### src/rtl/instruction_decode_pkg.sv
// rtl/instruction_decode_pkg.sv - opcode patterns, ALU operation codes and control types shared by decode and execute
package instruction_decode_pkg;

    // Opcode field instruction[31:21]; '?' bits are don't-care for casez matching
    localparam logic [10:0] OP_LDUR = 11'b11111000010;
    localparam logic [10:0] OP_STUR = 11'b11111000000;
    localparam logic [10:0] OP_ADD  = 11'b10001011000;
    localparam logic [10:0] OP_SUB  = 11'b11001011000;
    localparam logic [10:0] OP_AND  = 11'b10001010000;
    localparam logic [10:0] OP_ORR  = 11'b10101010000;
    localparam logic [10:0] OP_CBZ  = 11'b10110100???;
    localparam logic [10:0] OP_B    = 11'b000101?????;

    localparam logic [3:0] ALU_AND   = 4'b0000;
    localparam logic [3:0] ALU_ORR   = 4'b0001;
    localparam logic [3:0] ALU_ADD   = 4'b0010;
    localparam logic [3:0] ALU_SUB   = 4'b0110;
    localparam logic [3:0] ALU_PASSB = 4'b0111;

    typedef struct packed {
        logic       uncondbranch;
        logic       branch;
        logic       mem_read;
        logic       mem2reg;
        logic       mem_write;
        logic       alu_src;
        logic       reg_write;
        logic [3:0] alu_op;
    } ctrl_t;

    // Which immediate field the instruction carries
    typedef enum logic [1:0] {
        IMM_NONE = 2'd0,
        IMM_D    = 2'd1,
        IMM_CB   = 2'd2,
        IMM_B    = 2'd3
    } imm_sel_t;

endpackage

### src/rtl/instruction_decode_register_file.sv
// rtl/instruction_decode_register_file.sv - 32 x 64 register file, combinational reads, falling-edge write
// Ports: clk, resetl (async active-low clear), we/wr_addr/wr_data (write-back),
//        rd_addr_a/rd_addr_b -> rd_data_a/rd_data_b (combinational reads, X31 reads 0)
module register_file (
    input  logic        clk,
    input  logic        resetl,
    input  logic        we,
    input  logic [4:0]  wr_addr,
    input  logic [63:0] wr_data,
    input  logic [4:0]  rd_addr_a,
    input  logic [4:0]  rd_addr_b,
    output logic [63:0] rd_data_a,
    output logic [63:0] rd_data_b
);

    logic [63:0] regs [0:31];

    // Writing on the falling edge lets the ID/EX register sample the new
    // value at the following rising edge without a bypass path.
    always_ff @(negedge clk or negedge resetl) begin
        if (!resetl) begin
            for (int i = 0; i < 32; i++) begin
                regs[i] <= 64'd0;
            end
        end else if (we && (wr_addr != 5'd31)) begin
            regs[wr_addr] <= wr_data;
        end
    end

    assign rd_data_a = (rd_addr_a == 5'd31) ? 64'd0 : regs[rd_addr_a];
    assign rd_data_b = (rd_addr_b == 5'd31) ? 64'd0 : regs[rd_addr_b];

endmodule

### src/rtl/instruction_decode.sv
// rtl/instruction_decode.sv - instruction decode stage: control decode, register read, immediate extend, ID/EX register
// Ports: clk, resetl (async active-low), RegWrite_WB/RD_WB/MemtoRegOut_WB (write-back),
//        instruction_ID/pc_ID (decode input), *_EX (registered ID/EX outputs)
module instruction_decode
    import instruction_decode_pkg::*;
(
    input  logic        clk,
    input  logic        resetl,
    input  logic        RegWrite_WB,
    input  logic [4:0]  RD_WB,
    input  logic [63:0] MemtoRegOut_WB,
    input  logic [31:0] instruction_ID,
    input  logic [63:0] pc_ID,
    output logic        RegWrite_EX,
    output logic        ALUSrc_EX,
    output logic        Branch_EX,
    output logic        Uncondbranch_EX,
    output logic        MemRead_EX,
    output logic        MemWrite_EX,
    output logic        Mem2Reg_EX,
    output logic [3:0]  ALUOp_EX,
    output logic [4:0]  RD_EX,
    output logic [63:0] RegOutA_EX,
    output logic [63:0] RegOutB_EX,
    output logic [63:0] SignExtImm64_EX,
    output logic [63:0] pc_EX
);

    logic [10:0] opcode;
    ctrl_t       ctrl;
    imm_sel_t    imm_sel;
    logic        use_rt_b;
    logic [4:0]  rd_addr_b;
    logic [63:0] reg_a;
    logic [63:0] reg_b;
    logic [63:0] imm64;

    assign opcode = instruction_ID[31:21];

    always_comb begin
        ctrl     = '0;
        imm_sel  = IMM_NONE;
        use_rt_b = 1'b0;
        casez (opcode)
            OP_LDUR: begin
                ctrl.mem_read  = 1'b1;
                ctrl.mem2reg   = 1'b1;
                ctrl.alu_src   = 1'b1;
                ctrl.reg_write = 1'b1;
                ctrl.alu_op    = ALU_ADD;
                imm_sel        = IMM_D;
            end
            OP_STUR: begin
                ctrl.mem_write = 1'b1;
                ctrl.alu_src   = 1'b1;
                ctrl.alu_op    = ALU_ADD;
                imm_sel        = IMM_D;
                use_rt_b       = 1'b1;
            end
            OP_ADD: begin
                ctrl.reg_write = 1'b1;
                ctrl.alu_op    = ALU_ADD;
            end
            OP_SUB: begin
                ctrl.reg_write = 1'b1;
                ctrl.alu_op    = ALU_SUB;
            end
            OP_AND: begin
                ctrl.reg_write = 1'b1;
                ctrl.alu_op    = ALU_AND;
            end
            OP_ORR: begin
                ctrl.reg_write = 1'b1;
                ctrl.alu_op    = ALU_ORR;
            end
            OP_CBZ: begin
                ctrl.branch = 1'b1;
                ctrl.alu_op = ALU_PASSB;
                imm_sel     = IMM_CB;
                use_rt_b    = 1'b1;
            end
            OP_B: begin
                ctrl.uncondbranch = 1'b1;
                imm_sel           = IMM_B;
            end
            default: begin
                ctrl = '0;
            end
        endcase
    end

    // STUR and CBZ read their data/test register from the Rt field
    assign rd_addr_b = use_rt_b ? instruction_ID[4:0] : instruction_ID[20:16];

    always_comb begin
        imm64 = 64'd0;
        case (imm_sel)
            IMM_D:   imm64 = {{55{instruction_ID[20]}}, instruction_ID[20:12]};
            IMM_CB:  imm64 = {{45{instruction_ID[23]}}, instruction_ID[23:5]};
            IMM_B:   imm64 = {{38{instruction_ID[25]}}, instruction_ID[25:0]};
            default: imm64 = 64'd0;
        endcase
    end

    register_file u_register_file (
        .clk       (clk),
        .resetl    (resetl),
        .we        (RegWrite_WB),
        .wr_addr   (RD_WB),
        .wr_data   (MemtoRegOut_WB),
        .rd_addr_a (instruction_ID[9:5]),
        .rd_addr_b (rd_addr_b),
        .rd_data_a (reg_a),
        .rd_data_b (reg_b)
    );

    always_ff @(posedge clk or negedge resetl) begin
        if (!resetl) begin
            RegWrite_EX     <= 1'b0;
            ALUSrc_EX       <= 1'b0;
            Branch_EX       <= 1'b0;
            Uncondbranch_EX <= 1'b0;
            MemRead_EX      <= 1'b0;
            MemWrite_EX     <= 1'b0;
            Mem2Reg_EX      <= 1'b0;
            ALUOp_EX        <= 4'd0;
            RD_EX           <= 5'd0;
            RegOutA_EX      <= 64'd0;
            RegOutB_EX      <= 64'd0;
            SignExtImm64_EX <= 64'd0;
            pc_EX           <= 64'd0;
        end else begin
            RegWrite_EX     <= ctrl.reg_write;
            ALUSrc_EX       <= ctrl.alu_src;
            Branch_EX       <= ctrl.branch;
            Uncondbranch_EX <= ctrl.uncondbranch;
            MemRead_EX      <= ctrl.mem_read;
            MemWrite_EX     <= ctrl.mem_write;
            Mem2Reg_EX      <= ctrl.mem2reg;
            ALUOp_EX        <= ctrl.alu_op;
            RD_EX           <= instruction_ID[4:0];
            RegOutA_EX      <= reg_a;
            RegOutB_EX      <= reg_b;
            SignExtImm64_EX <= imm64;
            pc_EX           <= pc_ID;
        end
    end

endmodule

### config.mk
export PLATFORM = sky130hd
export DESIGN_NAME = instruction_decode
export DESIGN_NICKNAME = d
export VERILOG_FILES = /design/src/rtl/instruction_decode_pkg.sv /design/src/rtl/instruction_decode_register_file.sv /design/src/rtl/instruction_decode.sv
export SDC_FILE = /design/constraint.sdc
export NUM_CORES = 2
export LEC_CHECK = 0
export BUFFER_PORTS_ARGS = -buffer_cell sky130_fd_sc_hd__buf_4
export CAP_MARGIN = 20
export CORE_MARGIN = 2
export CORE_UTILIZATION = 30
export DETAILED_ROUTE_END_ITERATION = 7
export SETUP_SLACK_MARGIN = 0.1
export SLEW_MARGIN = 20
export SYNTH_ARGS = -nofsm -noshare
export SYNTH_HDL_FRONTEND = slang
export SYNTH_SLANG_ARGS = --single-unit
### constraint.sdc
create_clock -name clk -period 3.5 [get_ports clk]
set_clock_uncertainty 0.2 [all_clocks]
set_input_delay 0.525 -clock clk [delete_from_list [all_inputs] [get_ports clk]]
set_output_delay 0.525 -clock clk [all_outputs]
set_load 0.01 [all_outputs]
Word level (Yosys, flattened, before mapping)
Cells that the tools add are included.

Input port bits: 168. Flip-flop bits (word level): 2320. Output and inout bits: 272.

Mux-type cells: 22. Bitwise gates (word level): 3. Reductions and logical operators: 6. Equality and inequality tests: 14. Order comparisons: 4.

Operator list (number): $bwmux W2048 (1); $bmux W64 S5 (2); $mux W64 (7); $demux W64 S5 (1); $pmux W64 S3 (1); $eq A11 B11 Y1 const B (6); $ge A6 B6 Y1 const B (3); $not A5 Y6 (3); $pmux W3 S4 (1); $eq A5 B5 Y1 const B (2); $eq A8 B8 Y1 const B (1); $eq A6 B3 Y1 const B (1); $lt A6 B1 Y1 const B (1); $mux W1 (6); $pmux W2 S3 (1); $mux W5 (1); $ne A5 B5 Y1 const B (1); $reduce_or A5 Y1 (1); $eq A2 B2 Y1 const B (2); $reduce_or A2 Y1 (2); $reduce_or A3 Y1 (1); $eq A2 B1 Y1 const B (1); $logic_and A1 B1 Y1 (2); $mux W2 (1).

Depth between registers and ports, before layout
Word-level depth: 9. Mapped depth: 12.

Cells and area by module
Synthesis repeated with hierarchy kept, for this count alone.

Cells, all modules: 8028. Area, all modules: 116812.0 um2.

By module, submodules not included: register_file (instances 1, sequential area each 51249.2 um2, area an instance 110123.1 um2, cells an instance 7664); instruction_decode (instances 1, sequential area each 5805.6 um2, area an instance 6688.9 um2, cells an instance 364).

==> impl_metrics.json <==
{
  "outcome": "complete, but fails checks",
  "violations": "negative setup slack",
  "cts_buffer_depth": 4,
  "avgRoutedWirePerCell_um": 25.1,
  "rsz0062_at_grt": "yes",
  "avgSynthCellArea_um2": 12.4,
  "start_util_pct": 30.1,
  "antenna_found_initial": 19,
  "power.net_switching_mw": 24.7,
  "yosysSeqAreaShare_pct": 48.8,
  "p_total_mw": 87.0,
  "hold_violations": 0,
  "critPathCaptureType": "flip-flop",
  "grt_pass1_wl_um": 645000,
  "min-delay-path-class": "input pin to flip-flop",
  "globalRouteTotalUtil_pct": 21.5,
  "cellLeakagePower_nw": 73.3,
  "hold_path_end": "SignExtImm64_EX[7]",
  "nNetsFinal": 12000,
  "coreArea_um2": 389000,
  "dpl.hpwl_um": 293000,
  "crit_required_ps": 4070,
  "yosysTopAreaCellShare_pct": 43.8,
  "grt_start_max_net_pins": 77,
  "utilization_pct": 41.0,
  "clkLatencyLatePin_ps": 850,
  "detail_route.iter0.violations": 8268,
  "critical-path-max-stage-delay_ps": 530,
  "swShare_pct": 28.4,
  "drive_gt1_share_pct": 53.7,
  "die_h_um": 628,
  "dieArea_um2": 395000,
  "ctsRootBufferMaster": "clkbuf_16",
  "finalWeightedCongestion": 0.853,
  "max-vdd-ir-drop_uv": 344,
  "setup_viol": 65,
  "wl_um": 434000,
  "hold_depth": 3,
  "tritoncts": "done",
  "drv_slew": 0,
  "ff2ff_setup_slack_ps": -360,
  "cp_cell_sequence": "mux4_2 > mux4_2 > mux2i_1 > buf_4 > nor2_4",
  "rr_endpoint": "RegOutA_EX[33]",
  "area_growth_pct": 36.1,
  "clkPwrFrac_pct": 33.7,
  "via_per_inst": 5.27,
  "synth_cells": 9427,
  "yosysTopAreaCell": "dfrtn_1",
  "synth_edf_count": 0,
  "yosys-top-cells-area": "dfrtn_1, mux2_2, mux4_2",
  "clock_sink_count": 2280,
  "die_w_um": 628,
  "internal_power_mw": 62.3,
  "reg2reg_from": "u_register_file.regs[1633]",
  "path_delay_family": "multiplexers",
  "pwr-share-comb_pct": 26.6,
  "antenna_left": 0,
  "ys.flop_type": "dfrtn_1",
  "critPathSlowestCell": "mux4_2",
  "cpMostUsedCell": "mux4_2",
  "route.vias.total": 91100,
  "hold_ws_ps": 9.27,
  "clkTransAtPathRegs_ps": 60,
  "yosysMostFrequentCell": "dfrtn_1",
  "ys_seq_elements": 2280,
  "ios": 440,
  "max_cap_violations": 0,
  "crit_type": "flip-flop to flip-flop",
  "synth_nets": 9595,
  "worstPathMaxFanout": 3,
  "ys_async_sr_fraction_pct": 100,
  "ys_top_cells_by_count": "dfrtn_1, mux2_2, nand2_1, clkbuf_1, mux4_2",
  "hold_start": "instruction_ID[7]",
  "cellPowerDensity_nw_per_um2": 546,
  "netlist_area_um2": 117000,
  "num_rows": 229,
  "netlist-cell-type-count": 68,
  "critPathArrivalTime_ps": 4430,
  "grt_overflow": 0,
  "yosysWarnings": 0,
  "grt_pass1_vias": 93800,
  "fin_ws_ps": -364,
  "drc": 0,
  "cts_inserted_buffers": 274,
  "critPathLaunchType": "flip-flop",
  "seqPwrFrac_pct": 39.8,
  "htree_levels": 5,
  "max_slew_margin_pct": 54.8,
  "cp_num_buf_inv": 1,
  "io_buffers": 438,
  "tightest_slew_ps": 678,
  "reg2regPathDepth": 5,
  "firstDrtPassIters": 8
}
## tightest hold or removal path, delay by kind of cell
| family | cells | cell delay [ps] |
|---|---|---|
| AO/OA/AOI/OAI | 1 | 120 |
| buffers and inverters | 2 | 340 |
## routing by layer
metal | up-vias | share of wire [%] | global-route usage [%]
met5 | - | 0.0081 | 0
met4 | 6 | 3.4 | 6.54
met3 | 786 | 6.0 | 3.00
met2 | 3306 | 48 | 35.8
met1 | 47800 | 42 | 29.0
li1 | 39200 | - | -
## cell usage in the layout, fill, tap and decap left out, types with 47 or more instances in the layout
master,instances
dlygate4sd3_1,109
mux4_2,640
dfrtp_1,231
dfrtn_1,2048
nand3_1,622
clkbuf_8,47
a211oi_2,67
a31oi_1,113
buf_4,2666
clkbuf_16,281
nand2_1,1573
mux2_2,1900
nor2_1,114
mux2i_1,182
a32oi_1,97
nand4_1,71
clkbuf_1,56
buf_12,376
and3_1,138
mux2_4,124
## stage by stage
step,instances,worst slack (ps),TNS (ps),area (um2)
2_1_floorplan,9427,-502,-864070,118000
3_3_place_gp,16600,-947,-1252220,147000
3_5_place_dp,16600,-935,-1244260,147000
4_1_cts,17200,-326,-13020,158000
5_1_grt,17300,-356,-15520,159000
6_report,17300,-364,-14120,159000
## worst max path at each step
stage,from,endpoint,cells after the start
floorplan,RD_WB[4],u_register_file.regs[1219],5
global route,u_register_file.regs[45],RegOutA_EX[45],5
finish,u_register_file.regs[1633],RegOutA_EX[33],5
global placement,RD_WB[0],u_register_file.regs[1722],6
detailed placement,RD_WB[1],u_register_file.regs[1915],6
CTS,u_register_file.regs[1633],RegOutA_EX[33],5
## cells by family after synthesis
logic type	Yosys count	share of synthesized area [%]
other cells	1	0.00321
simple gates	2733	10.2
buf+inv	1025	3.81
compound gates	502	3.45
mux	2886	33.7
flops	2280	48.8
## power by group through the flow
stage	registers, mW	clock network, mW	logic, mW
finish	34.6	29.3	23.1
global route	35.1	31.0	24.7
CTS	34.5	29.9	22.8
detailed placement	34.9	0	22.2
global placement	34.8	0	21.9
floorplan	34.5	0	10.7
## sequential cells by signal, summed over array words and instances (netlist names)
signal                cells
RegOutA_EX               64
ALUOp_EX                  3
RegOutB_EX               64
ALUSrc_EX                 1
Uncondbranch_EX           1
u_register_file.regs   2048
RD_EX                     5
SignExtImm64_EX          26
MemWrite_EX               1
Branch_EX                 1
RegWrite_EX               1
Mem2Reg_EX                1
pc_EX                    64
## repair_timing
action | CTS | global route
setup buffers | 46 | 43
gates resized for setup | 102 | 185
setup endpoints to repair | 295 | 132
endpoints found under the hold margin | 236 | 0
hold buffers | 109 | 0
pin swaps | 26 | 103
gates cloned | 0 | 1
## cell type report
| class | count | area (um2) |
|---|---|---|
| Antenna cell | 5 | 12.5 |
| Clock buffer | 382 | 7850 |
| Clock inverter | 96 | 1230 |
| Fill cell | 36700 | 229000 |
| Inverter | 9 | 33.8 |
| Multi-Input combinational cell | 6122 | 57400 |
| Sequential cell | 2280 | 57100 |
| Tap cell | 5197 | 6500 |
| Timing Repair Buffer | 3192 | 29100 |
Note: power is estimated with default switching activity, not from simulation.
